<file path="config.mk">
export PLATFORM = sky130hd
export DESIGN_NAME = cpu_core_sc
export DESIGN_NICKNAME = d
export VERILOG_FILES = /design/src/rtl/cpu_core_sc.sv
export SDC_FILE = /design/constraint.sdc
export NUM_CORES = 1
export LEC_CHECK = 0
export ABC_AREA = 1
export CAP_MARGIN = 0
export CORE_UTILIZATION = 70
export CTS_BUF_LIST = sky130_fd_sc_hd__clkbuf_8
export DETAILED_ROUTE_END_ITERATION = 12
export DONT_BUFFER_PORTS = 1
export GPL_ROUTABILITY_DRIVEN = 0
export PLACE_DENSITY = 0.86
export SYNTH_ARGS = -nofsm -noshare
export SYNTH_HDL_FRONTEND = slang
export SYNTH_SLANG_ARGS = --single-unit
</file>
<file path="constraint.sdc">
create_clock -name clk -period 6.55 [get_ports clk]
set_input_delay 0.9825 -clock clk [delete_from_list [all_inputs] [get_ports clk]]
set_output_delay 0.9825 -clock clk [all_outputs]
set_load 0.05 [all_outputs]
</file>
<file path="src/rtl/cpu_core_sc.sv">
// cpu_core_sc: single-clock accumulator CPU core executing a 6502-encoded
// subset (LDA #/abs, ADC #, SBC #, STA abs, JMP abs, CLC, SEC, NOP).
// A fetch/decode FSM drives one memory request at a time. The request is held
// stable until the bus answers with mem_ready.
//
// Ports:
//   clk        single system clock, all state updates on the rising edge
//   rst        synchronous reset, active-high
//   mem_addr   access address (AW bits)
//   mem_rd     read request
//   mem_wr     write request, mutually exclusive with mem_rd
//   mem_wdata  write data, equal to AC during the STA write cycle, else 0
//   mem_rdata  read data, sampled on the edge where mem_ready=1
//   mem_ready  the pending access completes on this edge
//   sync       current request is an opcode fetch
//   ir_dbg     instruction register
//   ac_dbg     accumulator
//   pc_dbg     program counter
//   p_dbg      status {N,V,1,0,0,0,Z,C}
//   state_dbg  FSM state encoding
`timescale 1ns/1ps
module cpu_core_sc #(
    parameter int            DW       = 8,
    parameter int            AW       = 16,
    parameter logic [AW-1:0] RESET_PC = '0
) (
    input  logic          clk,
    input  logic          rst,
    output logic [AW-1:0] mem_addr,
    output logic          mem_rd,
    output logic          mem_wr,
    output logic [DW-1:0] mem_wdata,
    input  logic [DW-1:0] mem_rdata,
    input  logic          mem_ready,
    output logic          sync,
    output logic [7:0]    ir_dbg,
    output logic [DW-1:0] ac_dbg,
    output logic [AW-1:0] pc_dbg,
    output logic [7:0]    p_dbg,
    output logic [2:0]    state_dbg
);

    typedef enum logic [2:0] {
        S_RST   = 3'd0,
        S_FETCH = 3'd1,
        S_OP1   = 3'd2,
        S_OP2   = 3'd3,
        S_MRD   = 3'd4,
        S_MWR   = 3'd5,
        S_IMPL  = 3'd6
    } state_t;

    localparam logic [7:0] OP_LDA_IMM = 8'hA9;
    localparam logic [7:0] OP_LDA_ABS = 8'hAD;
    localparam logic [7:0] OP_ADC_IMM = 8'h69;
    localparam logic [7:0] OP_SBC_IMM = 8'hE9;
    localparam logic [7:0] OP_STA_ABS = 8'h8D;
    localparam logic [7:0] OP_JMP_ABS = 8'h4C;
    localparam logic [7:0] OP_CLC     = 8'h18;
    localparam logic [7:0] OP_SEC     = 8'h38;

    state_t        state_q, state_d;
    logic [AW-1:0] pc_q, pc_d;
    logic [DW-1:0] ac_q, ac_d;
    logic [7:0]    ir_q, ir_d;
    logic [DW-1:0] lo_q, lo_d;
    logic [DW-1:0] hi_q, hi_d;
    logic          n_q, n_d, v_q, v_d, z_q, z_d, c_q, c_d;

    logic [7:0]      opc;
    logic            has_operand;
    logic [2*DW-1:0] abs_full;
    logic [2*DW-1:0] jmp_full;
    logic [AW-1:0]   abs_addr;
    logic [AW-1:0]   jmp_addr;
    logic [DW-1:0]   alu_b;
    logic [DW:0]     alu_sum;
    logic            alu_v;

    assign opc      = mem_rdata[7:0];
    assign abs_full = {hi_q, lo_q};
    assign abs_addr = abs_full[AW-1:0];
    // JMP target uses the high byte straight off the bus, so it lands in the
    // same edge that would otherwise have latched hi.
    assign jmp_full = {mem_rdata, lo_q};
    assign jmp_addr = jmp_full[AW-1:0];

    // Only these six carry an operand; everything else (including unknown
    // encodings) falls into the implied path and behaves as a 2-cycle NOP.
    always_comb begin
        has_operand = 1'b0;
        case (opc)
            OP_LDA_IMM, OP_LDA_ABS, OP_ADC_IMM,
            OP_SBC_IMM, OP_STA_ABS, OP_JMP_ABS: has_operand = 1'b1;
            default:                            has_operand = 1'b0;
        endcase
    end

    // SBC is ADC of the one's complement; carry acts as not-borrow.
    assign alu_b   = (ir_q == OP_SBC_IMM) ? ~mem_rdata : mem_rdata;
    assign alu_sum = {1'b0, ac_q} + {1'b0, alu_b} + {{DW{1'b0}}, c_q};
    assign alu_v   = (ac_q[DW-1] == alu_b[DW-1]) && (alu_sum[DW-1] != ac_q[DW-1]);

    always_ff @(posedge clk) begin
        if (rst) begin
            state_q <= S_RST;
            pc_q    <= RESET_PC;
            ac_q    <= '0;
            ir_q    <= '0;
            lo_q    <= '0;
            hi_q    <= '0;
            n_q     <= 1'b0;
            v_q     <= 1'b0;
            z_q     <= 1'b0;
            c_q     <= 1'b0;
        end else begin
            state_q <= state_d;
            pc_q    <= pc_d;
            ac_q    <= ac_d;
            ir_q    <= ir_d;
            lo_q    <= lo_d;
            hi_q    <= hi_d;
            n_q     <= n_d;
            v_q     <= v_d;
            z_q     <= z_d;
            c_q     <= c_d;
        end
    end

    always_comb begin
        state_d   = state_q;
        pc_d      = pc_q;
        ac_d      = ac_q;
        ir_d      = ir_q;
        lo_d      = lo_q;
        hi_d      = hi_q;
        n_d       = n_q;
        v_d       = v_q;
        z_d       = z_q;
        c_d       = c_q;
        mem_addr  = '0;
        mem_rd    = 1'b0;
        mem_wr    = 1'b0;
        mem_wdata = '0;
        sync      = 1'b0;

        case (state_q)
            S_RST: state_d = S_FETCH;

            S_FETCH: begin
                mem_addr = pc_q;
                mem_rd   = 1'b1;
                sync     = 1'b1;
                if (mem_ready) begin
                    ir_d    = opc;
                    pc_d    = pc_q + 1'b1;
                    state_d = has_operand ? S_OP1 : S_IMPL;
                end
            end

            S_OP1: begin
                mem_addr = pc_q;
                mem_rd   = 1'b1;
                if (mem_ready) begin
                    lo_d = mem_rdata;
                    pc_d = pc_q + 1'b1;
                    case (ir_q)
                        OP_LDA_IMM: begin
                            ac_d    = mem_rdata;
                            n_d     = mem_rdata[DW-1];
                            z_d     = (mem_rdata == '0);
                            state_d = S_FETCH;
                        end
                        OP_ADC_IMM, OP_SBC_IMM: begin
                            ac_d    = alu_sum[DW-1:0];
                            c_d     = alu_sum[DW];
                            v_d     = alu_v;
                            n_d     = alu_sum[DW-1];
                            z_d     = (alu_sum[DW-1:0] == '0);
                            state_d = S_FETCH;
                        end
                        default: state_d = S_OP2;
                    endcase
                end
            end

            S_OP2: begin
                mem_addr = pc_q;
                mem_rd   = 1'b1;
                if (mem_ready) begin
                    hi_d = mem_rdata;
                    pc_d = pc_q + 1'b1;
                    case (ir_q)
                        OP_JMP_ABS: begin
                            pc_d    = jmp_addr;
                            state_d = S_FETCH;
                        end
                        OP_LDA_ABS: state_d = S_MRD;
                        default:    state_d = S_MWR;
                    endcase
                end
            end

            S_MRD: begin
                mem_addr = abs_addr;
                mem_rd   = 1'b1;
                if (mem_ready) begin
                    ac_d    = mem_rdata;
                    n_d     = mem_rdata[DW-1];
                    z_d     = (mem_rdata == '0);
                    state_d = S_FETCH;
                end
            end

            S_MWR: begin
                mem_addr  = abs_addr;
                mem_wr    = 1'b1;
                mem_wdata = ac_q;
                if (mem_ready) state_d = S_FETCH;
            end

            // No bus cycle here, so mem_ready is irrelevant.
            S_IMPL: begin
                if (ir_q == OP_CLC) c_d = 1'b0;
                if (ir_q == OP_SEC) c_d = 1'b1;
                state_d = S_FETCH;
            end

            default: state_d = S_FETCH;
        endcase
    end

    assign ir_dbg    = ir_q;
    assign ac_dbg    = ac_q;
    assign pc_dbg    = pc_q;
    assign p_dbg     = {n_q, v_q, 1'b1, 3'b000, z_q, c_q};
    assign state_dbg = state_q;

endmodule

</file>
==> metrics.sh, run 1 <==
YS_WARN_COUNT=0
NETLIST-CELL-TYPE-COUNT=40
SETUP_TNS_NS=0
SYNTHTOLAYOUTAREAGROWTH_PCT=0.0671
MOST_USED_FLIP_FLOP_CELL_AFTER_SYNTHESIS='dfxtp_1'
POST_ROUTE_CELLS_DRIVE_ABOVE_1_SHARE=0.0929
PLACE.PORT_BUFFERS=0
GATE_COUNT_OF_THE_MAPPED_NETLIST=577
HOLD_START='hi_q[2]'
CRITICAL_PATH.REG2REG.ENDPOINT='ac_dbg[4]'
CLOCKPOWERSHARE=0.289
YOSYS_REGISTER_BITS=54
CRIT_PATH_MAX_INCR_DELAY_NS=0.82
MOSTFREQUENTLAYOUTCELL='nand2_1'
DRTPASS1ITERATIONS=5
TIMING.HOLD.WS_NS=0.463
ENDPOINT_KIND_OF_THE_WORST_SETUP_TIMING_PATH='primary output'
WORST_EP_ARRIVAL_TIME_NS=3.27
CTS_SETUP_BUFFERS=0
ROUTE.DETAILED.WL_PER_INST_UM=15.5
TIMING.CRITICAL_PATH.DEPTH=6
SYNTH_EDF_COUNT=0
CRITICAL_PATH.ENDPOINT='mem_wdata[3]'
CRITICAL_PATH.MAX_FANOUT=10
AVGSYNTHCELLAREA_UM2=6.48
FIN_NETS=581
CTS-ROOT-BUF='clkbuf_8'
PLACEMENT.SETUP.WORST_SLACK_NS=2.67
MIN_CLOCK_PERIOD_POST_ROUTE_NS=4.25
CELL_DEPTH_OF_THE_WORST_FLOP_TO_FLOP_PATH=14
POWER.STATIC_LEAKAGE_nW=1.59
FINALSETUPVIOLATIONS=0
FLOORPLAN.DIE.WIDTH_UM=75.1
SYNTH.CELL_AREA_MM2=0.00374
WORST_CLOCK_SKEW_NS=0.0105
CTSHOLDBUFFERS=0
CP_CELL_SEQUENCE='inv_2 > nor2_2 > inv_2 > nor2_2 > inv_2 > nor2_1'
OVERFLOW=0
SYNTH_ASYNC_SR_FLOP_SHARE=0
GRT_ANTENNA_BEFORE_REPAIR=0
SETUP.WORST_PATH.START='state_dbg[2]'
GRT_PASS1_VIAS=3237
PLACEDCELLCOUNT=622
DRV_SLEW=0
NUMCTSBUFFERS=5
ROUTED-VIA-COUNT=3767
POWER.COMBINATIONAL.FRACTION=0.152
DIE_HEIGHT_UM=75.1
COREAREA_MM2=0.00514
CLOCK_TREE.HTREE_LEVEL_COUNT=2
DP_HPWL_MM=7.10
INSERTION_DELAY_NS=0.32
FP.DIEAREA_MM2=0.00564
WL_MM=9.77
ROW_COUNT=26
POWER.DENSITY_mW_PER_MM2=179
INTERNAL-POWER_mW=0.438
HOLD_PATH.CLASS='register to register'
TIMING.REG2REG.SETUP_SLACK_NS=3.19
WORST-SLEW-PIN-TRANSITION_NS=1.11
FINISH.CELL_COUNT_WITHOUT_FILLERS=630
P_SW_FRAC=0.346
RR_STARTPOINT='ir_dbg[7]'
INITIAL_CORE_UTIL=0.727
SEQ_POWER_SHARE=0.559
RSZ_0062_RAISED_AFTER_GLOBAL_ROUTING='no'
CTS_BUFFER_DEPTH=2
SYNTH.YOSYS.SEQ_AREA_SHARE=0.289
NETSWITCHINGPOWER_mW=0.231
TRITONCTS_CLOCK_TREE='done'
WORST_SETUP_PATH_START_KIND='register'
FINALCRITPERIODSHARE=0.650
GLOBAL_ROUTE.USAGE.TOTAL=0.350
POST-ROUTE-DRC-COUNT=0
DRT_ITER0_DRC=339
WORST_PATH_REQUIRED_NS=5.57
CRITPATHKIND='register to primary output'
TIMING.MAX_CAP.VIOLATIONS=0
RUN_STATUS='finished, final reports clean'
SLOWEST_STAGE='dfxtp_1'
NUM-FILL-CELLS=464
CLOCK_SINK_COUNT=54
POSTLAYOUTSETUPSLACKWORST_NS=2.30
CRITPATHTOPFAMILY='simple AND/OR/NAND/NOR gates'
DETAIL-ROUTE-ANTENNA-NETS=0
GRT_MAX_DEGREE=40
CLOCK.FMAX_GHz=0.235
CRITICAL_PATH.N_BUFFERS_INVERTERS=3
VIASPERCELL=5.98
COUNT_OF_PINS_ON_THE_BLOCK_BOUNDARY=81
CRIT_PATH_FREQUENT_CELL='inv_2'
FINALPOWER_mW=0.669
WORST_SLEW_MARGIN_REL=0.256
MOST-COMMON-LAYOUT-CELLS='nand2_1 (117), inv_1 (77), dfxtp_1 (54)'
POST_CTS.RESIZED_INSTANCES=0
CLK_TRANSITION_REPORTED_PATHS_NS=0.10
ANTENNADIODECOUNT=0
HOLD_VIOL=0
GRT_FIRST_PASS_WIRELENGTH_MM=14.8
IRDROPWORSTVDD_mV=0.137
-- power groups by stage --
stage | logic, mW | registers (mW) | clock network, mW
5_1_grt | 0.111 | 0.376 | 0.205
3_3_place_gp | 0.0964 | 0.381 | 0
2_1_floorplan | 0.0906 | 0.378 | 0
3_5_place_dp | 0.0994 | 0.382 | 0
4_1_cts | 0.0996 | 0.374 | 0.194
6_report | 0.101 | 0.374 | 0.193
-- registers in the layout, summed over array words and instances (netlist names) --
register	count
lo_q	8
ac_dbg	8
ir_dbg	8
pc_dbg	16
hi_q	8
v_q	1
z_q	1
c_q	1
state_dbg	3
-- cell families after synthesis --
family	Yosys count	synth area share
XOR/XNOR	12	0.0281
adder cells (fa/ha/maj)	11	0.0408
AND/OR/NAND/NOR	248	0.308
buffers and inverters	114	0.136
flip-flops	54	0.289
other	2	0.00201
AO/OA/AOI/OAI	136	0.196
-- layout make-up --
| cell class | instances | area (µm²) | share of cell area |
|---|---|---|---|
| Multi-Input combinational cell | 411 | 2150 | 0.576 |
| Sequential cell | 54 | 1080 | 0.289 |
| Inverter | 87 | 329 | 0.0880 |
| Tap cell | 70 | 87.6 | 0.0234 |
| Clock buffer | 5 | 68.8 | 0.0184 |
| Clock inverter | 3 | 18.8 | 0.00502 |
-- worst min-delay path by stage --
stage                    to  cells after the start
floorplan           hi_q[0]                      2
global placement    hi_q[2]                      2
detailed placement  hi_q[2]                      2
CTS                 hi_q[2]                      2
global route        hi_q[1]                      2
finish              hi_q[2]                      2
-- metal layers --
metal	vias to the layer above	global-route usage	share of wire
li1	1820	-	-
met1	1754	0.474	0.43
met2	177	0.546	0.46
met3	16	0.0843	0.095
met4	0	0.122	0.015
met5	-	0	0
-- Yosys cell counts, types with 2 or more instances --
cell / number / area share
a21oi_1: 52 / 0.070
a21oi_2: 5 / 0.012
buf_2: 2 / 0.0027
buf_4: 10 / 0.020
buf_6: 5 / 0.015
clkbuf_1: 9 / 0.0090
clkinv_2: 2 / 0.0027
conb_1: 2 / 0.0020
dfxtp_1: 54 / 0.29
fa_1: 2 / 0.011
ha_1: 9 / 0.030
inv_1: 77 / 0.077
inv_2: 8 / 0.0080
nand2_1: 117 / 0.12
nand2_2: 5 / 0.0084
nand2_4: 4 / 0.012
nand3_1: 32 / 0.043
nand3_2: 2 / 0.0054
nand4_1: 9 / 0.015
nor2_1: 53 / 0.053
nor2_2: 8 / 0.013
nor2_4: 5 / 0.015
nor3_1: 6 / 0.0080
nor4_1: 2 / 0.0033
o211ai_1: 3 / 0.0060
o21ai_0: 53 / 0.071
o21ai_1: 13 / 0.017
o22ai_1: 6 / 0.010
xnor2_1: 3 / 0.0070
xor2_1: 9 / 0.021
-- per-stage QoR --
| stage | util | instance area, µm² |
|---|---|---|
| after floorplan | - | 3740 |
| after global placement | 0.711 | 3650 |
| after detailed placement | 0.711 | 3650 |
| after CTS | 0.728 | 3740 |
| after global routing | 0.728 | 3740 |
| final | 0.728 | 3740 |
-- worst register-to-register path, cell delays in order, from the launching register on --
cell	delay, ns
dfxtp_1	0.67
inv_1	0.19
nor2_1	0.25
nand3_2	0.29
xor2_1	0.25
fa_1	0.43
fa_1	0.43
nand2_1	0.08
nand2_1	0.08
and2_1	0.15
xor2_1	0.15
nand2_1	0.06
o21ai_0	0.08
nor2_1	0.10
nor2_1	0.06
Note: power is estimated with default switching activity, not from simulation.
==> inputs of run 2 (changes only) <==
--- a/config.mk
+++ b/config.mk
@@ -7,12 +7,12 @@
 export LEC_CHECK = 0
 export ABC_AREA = 1
 export CAP_MARGIN = 0
-export CORE_UTILIZATION = 70
+export CORE_UTILIZATION = 60
 export CTS_BUF_LIST = sky130_fd_sc_hd__clkbuf_8
 export DETAILED_ROUTE_END_ITERATION = 12
 export DONT_BUFFER_PORTS = 1
 export GPL_ROUTABILITY_DRIVEN = 0
-export PLACE_DENSITY = 0.86
+export PLACE_DENSITY = 0.79
 export SYNTH_ARGS = -nofsm -noshare
 export SYNTH_HDL_FRONTEND = slang
 export SYNTH_SLANG_ARGS = --single-unit
==> constraint.sdc (replaced) <==
create_clock -name clk -period 3.8 [get_ports clk]
set_input_delay 0.57 -clock clk [delete_from_list [all_inputs] [get_ports clk]]
set_output_delay 0.57 -clock clk [all_outputs]
set_load 0.05 [all_outputs]
==> run 2 against run 1 <==
Die area up 16%. Critical path type is now register to register. Register-to-register slack worse by 2.8 ns. Cell count up 5.4%. Routed wire length up 6.2%. Clock power up 78%. Non-clock buffer count up 29.
==> metrics.sh, run 2 (synthesized netlist as in run 1, its figures left out) <==
MOSTFREQUENTLAYOUTCELL='nand2_1'  # unchanged
ANTENNADIODECOUNT=0  # unchanged
TIMING.MAX_CAP.VIOLATIONS=0  # unchanged
FINISH.CELL_COUNT_WITHOUT_FILLERS=664  # was 630
GRT_PASS1_VIAS=3369  # was 3,237
NUMBER_OF_FLIP_FLOPS_UNDER_THE_LARGEST_REGISTER_NAME=16  # unchanged
ROUTED-VIA-COUNT=3920  # was 3,767
PLACE.PORT_BUFFERS=0  # unchanged
WL_MM=10.4  # was 9.77 mm
GRT_MAX_DEGREE=40  # unchanged
WORST_CLOCK_SKEW_NS=0.0115  # was 0.0105 ns
CLOCK.FMAX_GHz=0.295
COUNT_OF_PINS_ON_THE_BLOCK_BOUNDARY=81  # unchanged
CTS-ROOT-BUF='clkbuf_8'  # unchanged
HOLD_PATH.CLASS='primary input to register'  # was register to register
GRT_FIRST_PASS_WIRELENGTH_MM=16.1  # was 14.8 mm
ENDPOINT_KIND_OF_THE_WORST_SETUP_TIMING_PATH='register'  # was primary output
WORST_EP_ARRIVAL_TIME_NS=3.65  # was 3.27 ns
SETUP_TNS_NS=0  # unchanged
RUN_STATUS='finished, final reports clean'  # unchanged
INSERTION_DELAY_NS=0.33  # was 0.32 ns
WORST_PATH_REQUIRED_NS=4.07  # was 5.57 ns
CLOCK_SINK_COUNT=54  # unchanged
ROUTE.DETAILED.WL_PER_INST_UM=15.6  # was 15.5 µm
TRITONCTS_CLOCK_TREE='done'  # unchanged
FINALSETUPVIOLATIONS=0  # unchanged
POST_ROUTE_CELLS_DRIVE_ABOVE_1_SHARE=0.138  # was 0.0929
IRDROPWORSTVDD_mV=0.253  # was 0.137 mV
CTS_BUFFER_DEPTH=2  # unchanged
GRT_ANTENNA_BEFORE_REPAIR=0  # unchanged
WORST-SLEW-PIN-TRANSITION_NS=1.06  # was 1.11 ns
REGAREA_MM2=0.00108  # unchanged
POWER.STATIC_LEAKAGE_nW=1.75  # was 1.59 nW
CLK_TRANSITION_REPORTED_PATHS_NS=0.11  # was 0.10 ns
SYNTHTOLAYOUTAREAGROWTH_PCT=6.13  # was 0.0671%
MIN_CLOCK_PERIOD_POST_ROUTE_NS=3.39
MOST-COMMON-LAYOUT-CELLS='nand2_1 (117), inv_1 (77), dfxtp_1 (54)'  # unchanged
NUMCTSBUFFERS=5  # unchanged
COREAREA_MM2=0.00596  # was 0.00514 mm²
CTS_SETUP_BUFFERS=0  # unchanged
ROW_COUNT=28  # was 26
DRT_ITER0_DRC=413  # was 339
INITIAL_CORE_UTIL=0.628  # was 0.727
WORST_SLEW_MARGIN_REL=0.295  # was 0.256
DRTPASS1ITERATIONS=6  # was 5
DRV_SLEW=0  # unchanged
PLACEDCELLCOUNT=656  # was 622
DP_HPWL_MM=7.49  # was 7.10 mm
DIE_HEIGHT_UM=80.9  # was 75.1 µm
CTSHOLDBUFFERS=0  # unchanged
FIN_NETS=610  # was 581
HOLD_VIOL=0  # unchanged
FLOORPLAN.DIE.WIDTH_UM=80.9  # was 75.1 µm
CRITPATHKIND='register to register'  # was register to primary output
POWER.DENSITY_mW_PER_MM2=296  # was 179 mW/mm²
MULTI_INPUT_COMB_AREA_MM2=0.00215  # unchanged
DETAIL-ROUTE-ANTENNA-NETS=0  # unchanged
CLOCK_TREE.HTREE_LEVEL_COUNT=2  # unchanged
GLOBAL_ROUTE.USAGE.TOTAL=0.322  # was 0.350
LAYOUT.CORE_UTILIZATION=0.666  # was 0.728
NUM-FILL-CELLS=552  # was 464
POST-ROUTE-DRC-COUNT=0  # unchanged
POST_CTS.RESIZED_INSTANCES=0  # unchanged
FINALCRITPERIODSHARE=0.892
CRITICAL_PATH.MAX_FANOUT=8  # was 10
RSZ_0062_RAISED_AFTER_GLOBAL_ROUTING='no'  # unchanged
FP.DIEAREA_MM2=0.00655  # was 0.00564 mm²
OVERFLOW=0  # unchanged
VIASPERCELL=5.90  # was 5.98
WORST_SETUP_PATH_START_KIND='register'  # unchanged
run 2: changes by cell type in the layout (fill, tap and decap cells not counted), sizes merged:
cell and delta:
buf +29, clkinvlp +1, inv -1
run 2: worst max-delay path: stages (launching register included):
cell	delay [ns]
dfxtp_1	0.68
inv_1	0.18
nor2_1	0.24
nand3_2	0.27
xor2_1	0.24
fa_1	0.45
fa_1	0.44
nand2_1	0.08
nand2_1	0.09
and2_1	0.16
xor2_1	0.19
nand2_1	0.09
o21ai_0	0.09
nor2_1	0.06
nor2_1	0.09
run 2: final cells by class:
class	instances	share of cell area
multi-input cells	411	0.543
well taps	75	0.0237
inverters	87	0.0830
clock inverters	3	0.00536
clock buffers	5	0.0174
repair buffers	29	0.0549
flip-flops and latches	54	0.273
run 2: final timing paths:
check,start,end,slack [ns],depth (start not counted)
setup / recovery,ir_dbg[7],ac_dbg[4],0.41,14
hold / removal,rst,pc_dbg[5],0.29,1
setup reg to reg,ir_dbg[7],ac_dbg[4],0.41,14
hold reg to reg,hi_q[6],hi_q[6],0.46,2
run 2: stage by stage:
stage                     power [mW]  hold slack, ns  instance area [µm²]  worst slack (ns)
after floorplan                0.807           0.425                 3740             0.701
after global placement         0.835           0.441                 3880             0.623
after detailed placement       0.839           0.449                 3880             0.530
after CTS                       1.17           0.293                 3970             0.475
after global routing            1.22           0.280                 3970             0.182
final                           1.17           0.289                 3970             0.411
run 2: power by group:
part	internal, mW	leakage (nW)	switching (mW)
Clock	0.130	0.0441	0.213
Combinational	0.0494	1.27	0.147
Sequential	0.581	0.437	0.0519
run 2: layer usage:
metal  GRT usage  vias to the layer above  share of wire  wire (µm)
li1            -                     1875              -          -
met1       0.446                     1780           0.42       4400
met2       0.492                      243           0.45       4630
met3      0.0663                       22           0.11       1120
met4       0.113                        0          0.021        217
met5           0                        -              0          0
